`src/rtl/mfcc_pkg.sv`:
```
// rtl/mfcc_pkg.sv - shared widths, FSM encoding and abs-difference helper for mfcc_match
package mfcc_pkg;

  localparam int NCOEF_DEF = 13;
  localparam int MEAN_W    = 16;
  localparam int DIST_W    = 21;

  typedef enum logic [1:0] {
    IDLE    = 2'd0,
    CAPTURE = 2'd1,
    COMPUTE = 2'd2,
    DONE    = 2'd3
  } state_e;

  // Sign-extend both words to 17 bits; the 17-bit magnitude holds 65535 exactly.
  function automatic logic [MEAN_W:0] abs_diff(input logic [MEAN_W-1:0] a,
                                               input logic [MEAN_W-1:0] b);
    logic [MEAN_W:0] d;
    d = {a[MEAN_W-1], a} - {b[MEAN_W-1], b};
    return d[MEAN_W] ? (~d + 1'b1) : d;
  endfunction

endpackage

```
`src/rtl/mfcc_l1_acc.sv`:
```
// rtl/mfcc_l1_acc.sv - running L1 distance; sum/sum_valid appear the cycle after last
module mfcc_l1_acc
  import mfcc_pkg::*;
(
  input  logic              clk,
  input  logic              rst_n,
  input  logic [MEAN_W-1:0] a,
  input  logic [MEAN_W-1:0] b,
  input  logic              en,
  input  logic              last,
  output logic [DIST_W-1:0] sum,
  output logic              sum_valid
);

  logic [DIST_W-1:0] acc_q, acc_d;
  logic [DIST_W-1:0] sum_q, sum_d;
  logic              sum_valid_q, sum_valid_d;
  logic [MEAN_W:0]   mag;
  logic [DIST_W-1:0] total;

  always_comb begin
    mag         = abs_diff(a, b);
    total       = acc_q + DIST_W'(mag);
    acc_d       = acc_q;
    sum_d       = sum_q;
    sum_valid_d = 1'b0;
    if (en) begin
      if (last) begin
        acc_d       = '0;
        sum_d       = total;
        sum_valid_d = 1'b1;
      end else begin
        acc_d = total;
      end
    end
  end

  always_ff @(posedge clk) begin
    if (!rst_n) begin
      acc_q       <= '0;
      sum_q       <= '0;
      sum_valid_q <= 1'b0;
    end else begin
      acc_q       <= acc_d;
      sum_q       <= sum_d;
      sum_valid_q <= sum_valid_d;
    end
  end

  assign sum       = sum_q;
  assign sum_valid = sum_valid_q;

endmodule

```
`src/rtl/mfcc_match.sv`:
```
// rtl/mfcc_match.sv - captures one MFCC mean vector and finds the nearest ROM template by L1 distance
module mfcc_match
  import mfcc_pkg::*;
#(
  parameter int NCOEF = NCOEF_DEF,
  parameter int NTPL  = 8,
  parameter int AW    = 7
) (
  input  logic                    clk,
  input  logic                    rst_n,
  input  logic [15:0]             mfcc_means,
  input  logic                    mfcc_means_valid,
  output logic [AW-1:0]           tpl_addr,
  input  logic [15:0]             tpl_data,
  output logic                    busy,
  output logic [$clog2(NTPL)-1:0] result_idx,
  output logic [20:0]             result_dist,
  output logic                    result_valid,
  output logic                    burst_err
);

  localparam int KW = $clog2(NCOEF);
  localparam int TW = $clog2(NTPL);
  localparam int NJ = NTPL * NCOEF;

  state_e            state_q, state_d;
  logic [MEAN_W-1:0] mean_q [NCOEF];
  logic [MEAN_W-1:0] mean_d [NCOEF];
  logic [KW-1:0]     slot_q, slot_d;
  logic              ignore_q, ignore_d;
  logic              err_q, err_d;
  logic [AW-1:0]     j_q, j_d;
  logic [KW-1:0]     k_q, k_d;
  logic              issue_q, issue_d;
  logic              en_q, en_d;
  logic              last_q, last_d;
  logic [KW-1:0]     kp_q, kp_d;
  logic [TW-1:0]     tcnt_q, tcnt_d;
  logic [TW-1:0]     best_idx_q, best_idx_d;
  logic [DIST_W-1:0] best_dist_q, best_dist_d;
  logic [TW-1:0]     res_idx_q, res_idx_d;
  logic [DIST_W-1:0] res_dist_q, res_dist_d;
  logic              res_valid_q, res_valid_d;
  logic [DIST_W-1:0] acc_sum;
  logic              acc_sum_valid;

  mfcc_l1_acc u_acc (
    .clk       (clk),
    .rst_n     (rst_n),
    .a         (mean_q[kp_q]),
    .b         (tpl_data),
    .en        (en_q),
    .last      (last_q),
    .sum       (acc_sum),
    .sum_valid (acc_sum_valid)
  );

  always_comb begin
    state_d     = state_q;
    mean_d      = mean_q;
    slot_d      = slot_q;
    ignore_d    = ignore_q;
    err_d       = 1'b0;
    j_d         = j_q;
    k_d         = k_q;
    issue_d     = issue_q;
    en_d        = 1'b0;
    last_d      = 1'b0;
    kp_d        = kp_q;
    tcnt_d      = tcnt_q;
    best_idx_d  = best_idx_q;
    best_dist_d = best_dist_q;
    res_idx_d   = res_idx_q;
    res_dist_d  = res_dist_q;
    res_valid_d = 1'b0;

    // ignore_q marks a valid run already accounted for (tail of a full burst or a flagged overlap)
    if (!mfcc_means_valid) ignore_d = 1'b0;

    case (state_q)
      IDLE: begin
        if (mfcc_means_valid && !ignore_q) begin
          mean_d[0] = mfcc_means;
          slot_d    = KW'(1);
          state_d   = CAPTURE;
        end
      end
      CAPTURE: begin
        if (mfcc_means_valid) begin
          mean_d[slot_q] = mfcc_means;
          slot_d         = slot_q + 1'b1;
          if (slot_q == KW'(NCOEF - 1)) begin
            state_d  = COMPUTE;
            ignore_d = 1'b1;
            j_d      = '0;
            k_d      = '0;
            issue_d  = 1'b1;
            tcnt_d   = '0;
          end
        end else begin
          err_d   = 1'b1;
          slot_d  = '0;
          state_d = IDLE;
        end
      end
      COMPUTE: begin
        if (issue_q) begin
          en_d   = 1'b1;
          kp_d   = k_q;
          last_d = (k_q == KW'(NCOEF - 1));
          k_d    = last_d ? '0 : k_q + 1'b1;
          j_d    = j_q + 1'b1;
          if (j_q == AW'(NJ - 1)) begin
            issue_d = 1'b0;
            j_d     = '0;
          end
        end
        if (acc_sum_valid) begin
          if (tcnt_q == '0 || acc_sum < best_dist_q) begin
            best_idx_d  = tcnt_q;
            best_dist_d = acc_sum;
          end
          tcnt_d = tcnt_q + 1'b1;
          if (tcnt_q == TW'(NTPL - 1)) begin
            state_d     = DONE;
            res_idx_d   = best_idx_d;
            res_dist_d  = best_dist_d;
            res_valid_d = 1'b1;
          end
        end
      end
      DONE: begin
        state_d = IDLE;
      end
      default: state_d = IDLE;
    endcase

    if ((state_q == COMPUTE || state_q == DONE) && mfcc_means_valid && !ignore_q) begin
      err_d    = 1'b1;
      ignore_d = 1'b1;
    end
  end

  always_ff @(posedge clk) begin
    if (!rst_n) begin
      state_q     <= IDLE;
      for (int i = 0; i < NCOEF; i++) mean_q[i] <= '0;
      slot_q      <= '0;
      ignore_q    <= 1'b0;
      err_q       <= 1'b0;
      j_q         <= '0;
      k_q         <= '0;
      issue_q     <= 1'b0;
      en_q        <= 1'b0;
      last_q      <= 1'b0;
      kp_q        <= '0;
      tcnt_q      <= '0;
      best_idx_q  <= '0;
      best_dist_q <= '0;
      res_idx_q   <= '0;
      res_dist_q  <= '0;
      res_valid_q <= 1'b0;
    end else begin
      state_q     <= state_d;
      mean_q      <= mean_d;
      slot_q      <= slot_d;
      ignore_q    <= ignore_d;
      err_q       <= err_d;
      j_q         <= j_d;
      k_q         <= k_d;
      issue_q     <= issue_d;
      en_q        <= en_d;
      last_q      <= last_d;
      kp_q        <= kp_d;
      tcnt_q      <= tcnt_d;
      best_idx_q  <= best_idx_d;
      best_dist_q <= best_dist_d;
      res_idx_q   <= res_idx_d;
      res_dist_q  <= res_dist_d;
      res_valid_q <= res_valid_d;
    end
  end

  assign tpl_addr     = issue_q ? j_q : '0;
  assign busy         = (state_q == CAPTURE) || (state_q == COMPUTE);
  assign result_idx   = res_idx_q;
  assign result_dist  = res_dist_q;
  assign result_valid = res_valid_q;
  assign burst_err    = err_q;

endmodule

```
`config.mk`:
```
export PLATFORM = sky130hd
export DESIGN_NAME = mfcc_match
export DESIGN_NICKNAME = d
export VERILOG_FILES = /design/src/rtl/mfcc_pkg.sv /design/src/rtl/mfcc_l1_acc.sv /design/src/rtl/mfcc_match.sv
export SDC_FILE = /design/constraint.sdc
export NUM_CORES = 1
export LEC_CHECK = 0
export BUFFER_PORTS_ARGS = -buffer_cell sky130_fd_sc_hd__buf_2
export CAP_MARGIN = 10
export CORE_MARGIN = 2
export CORE_UTILIZATION = 56
export CTS_CLUSTER_SIZE = 40
export DETAILED_ROUTE_END_ITERATION = 8
export PLACE_DENSITY = 0.84
export RECOVER_POWER = 100
export REMOVE_ABC_BUFFERS = 1
export SLEW_MARGIN = 15
export SYNTH_ARGS = -nofsm -noshare
export SYNTH_HDL_FRONTEND = slang
export SYNTH_SLANG_ARGS = --single-unit
```
`constraint.sdc`:
```
create_clock -name clk -period 6.7 [get_ports clk]
set_clock_uncertainty 0.2 [all_clocks]
set_input_delay 0.335 -clock clk [delete_from_list [all_inputs] [get_ports clk]]
set_output_delay 0.335 -clock clk [all_outputs]
set_load 0.02 [all_outputs]
```
==> flow_summary.ini <==
[pwr]
vdd_ir_drop_max_v = 0.000198
total_power_uw = 4620
p_leak_uw = 0.00643
pwr_density_cell_nw_per_um2 = 252

[global_route]
grt_overflow = 0
antenna_found_initial = 0
grt_pass1_vias = 14254
grt_use_total = 0.283
grt_max_degree = 208
grt_pass1_wl_um = 71200

[detailed_routing]
vias = 14909
wl_per_cell_um = 18.4
ant_nets = 0
first_pass_iters = 5
drt_iter0_markers = 1518
viasPerCell = 6.08
finalWirelength_um = 45100
remaining_drc_errors = 0

[clock_network]
clock_path_buffers = 3
cts_tree = done
clkSinkCount = 329
clockRootBuffer = clkbuf_16
clkLatencyLatePin_ns = 0.52
htreeDepth = 2
path_clk_slew_ns = 0.06
numCtsBuffers = 35

[place]
placed_area_um2 = 17100
gp_congestion = 0.878
port_buffers = 68
post-dp-hpwl_um = 29500

[critical_path]
crit_top_cell = ha_1
crit_fanout = 16
cpMaxStageDelayCell = or4b_2
cp_slowest_stage_delay_ns = 0.62
crit_chain = buf_12 > mux4_2 > a221oi_1 > a31oi_1 > ha_1 > and2_1 > and3_1 > a311o_1 > a31o_2 > a211o_1 > o211a_1 > nor2_1 > xnor2_1 > ha_1 > a21o_1 > a21oi_2 > o21a_1 > o21ai_2 > nand3_1 > a31oi_2 > or4b_2 > o311ai_0
worstPathRequired_ns = 6.90
arrival_ns = 6.54
critPathKind = flop to flop
startpoint_type = flop
end_kind = flop

[sta]
rsz0062_at_grt = false
finalSetupViolations = 0
whs_ns = 0.0126
fmax_mhz = 158
finalHoldViolations = 0
worstMarginPinSlew_ns = 4.71
fin_crit_ns = 6.34
drv_slew = 409
period_share = 0.946
max_slew_margin = -2.14

[logic_synthesis]
syn_avg_cell_area_um2 = 8.14
async_flop_share = 0
netlist.top_cell.by_area = dfxtp_1
yosysWarnings = 0
synth_area_leaders = dfxtp_1 (40%), nand2_1 (11%), a21oi_1 (8.2%)
synth_top_cell_area_share = 0.396
synth_seq_cells = 329
synth-edff-count = 0
post_synth_num_cell_types = 75
syn_area_um2 = 16600
ys_seq_area_frac = 0.396
syn-instance-count = 2041
ys.flop_type = dfxtp_1

[layout]
num_antenna_cells = 0
drive_gt1_frac = 0.0804
synthToLayoutAreaGrowth_pct = 10.4
fin_util = 0.624
final_area_um2 = 18300
nNetsFinal = 2151

[min_path]
hold_path.class = input pin to flop

[outcome]
violations = max-capacitance violations, max-slew violations
status = finished, violations left

[floorplan]
fp.dieH_um = 176
rows = 63
start_util = 0.565
pin_count = 69
design.die.area_um2 = 31100
die_w_um = 176
core_area_um2 = 29400

[run]
maxCapViolations = 6
[metrics by stage]
| stage | cells | TNS [ns] | setup WS (ns) |
|---|---|---|---|
| global route | 2454 | 0 | 0.00940 |
| detailed placement | 2379 | 0 | 0.190 |
| finish | 2454 | 0 | 0.359 |
| floorplan | 1899 | -32.29 | -1.45 |
| global placement | 2379 | 0 | 0.366 |
| CTS | 2452 | 0 | 0.140 |
[critical path: cells and delay by family, from the launching register on]
family	cells	cell delay, ns
multiplexers	1	0.51
AO/OA/AOI/OAI	12	2.65
adder cells (fa/ha/maj)	2	0.70
buffers and inverters	1	0.22
AND/OR/NAND/NOR	5	1.37
XOR/XNOR	1	0.08
flip-flops	1	0.47
[registers in the layout (all words and copies together), names as in the netlist, 3 cells and up, named ones only]
register / flops
k_q: 4
j_q: 7
best_idx_q: 3
mean_q: 208
u_acc.sum: 21
tcnt_q: 3
result_idx: 3
slot_q: 4
result_dist: 21
kp_q: 4
u_acc.acc_q: 21
best_dist_q: 21
[what timing repair did]
item,CTS,global route
hold endpoints to repair,147,0
gates resized for setup,0,7
buffers inserted,0,1
setup endpoints to repair,0,15
hold buffers,15,0
[kinds of logic after synthesis]
group / synth area share
compound gates: 0.173
xor+xnor: 0.0179
fa+ha+maj: 0.0559
buf+inv: 0.0477
flops: 0.396
mux: 0.106
simple gates: 0.204
[synth_stat cells (27+ instances only)]
cell type,n
a211oi_1,31
nor2_1,144
mux2i_1,89
mux4_2,38
ha_1,71
nand2_1,484
o21ai_0,34
inv_1,66
clkbuf_1,127
a21oi_1,272
and3_1,27
nand3_1,32
dfxtp_1,329
[report_power, final]
group          leakage, µW  total (µW)  internal (µW)  switching [µW]
combinational      0.00326         736            279             457
sequential         0.00265        1990           1970            14.4
clock             0.000519        1900           1090             807
[layout make-up]
type                            count  area (µm²)
Clock inverter                     11         165
Tap cell                          390         488
Clock buffer                       47         921
Multi-Input combinational cell   1502        9250
Sequential cell                   329        6590
Inverter                           68         258
Fill cell                        2447       11100
Timing Repair Buffer              107         662
[metal layers]
layer | up-vias | global-route usage | part of all wire
met5 | - | 0 | 0
met4 | 0 | 0.130 | 0.046
met3 | 149 | 0.0450 | 0.085
met2 | 686 | 0.490 | 0.48
met1 | 7000 | 0.347 | 0.39
li1 | 7074 | - | -
[layout by cell type, fill, tap and decap left out, drive strengths merged, types with 14 or more instances in the layout]
| cell type | n |
|---|---|
| and3 | 27 |
| mux2i | 89 |
| nand3 | 32 |
| dfxtp | 329 |
| nand2 | 484 |
| inv | 69 |
| dlygate4sd3 | 15 |
| nor2 | 144 |
| a21oi | 272 |
| a211oi | 32 |
| ha | 71 |
| clkbuf | 84 |
| xnor2 | 26 |
| mux4 | 38 |
| nand2b | 15 |
| and2 | 19 |
| nand4 | 15 |
| buf | 55 |
| o21ai | 36 |
| nor3 | 14 |
[worst paths after layout]
path / from / to / slack [ns] / cells past startpoint
max reg2reg: kp_q[1]$_SDFFE_PN0P_ / u_acc.acc_q[14]$_SDFFE_PN0P_ / 0.36 / 22
min reg2reg: mean_q[144]$_SDFFE_PN0P_ / mean_q[144]$_SDFFE_PN0P_ / 0.25 / 2
min: mfcc_means[3] / mean_q[19]$_SDFFE_PN0P_ / 0.01 / 3
max: kp_q[1]$_SDFFE_PN0P_ / u_acc.acc_q[14]$_SDFFE_PN0P_ / 0.36 / 22
Power figures use the tool's default switching activity.
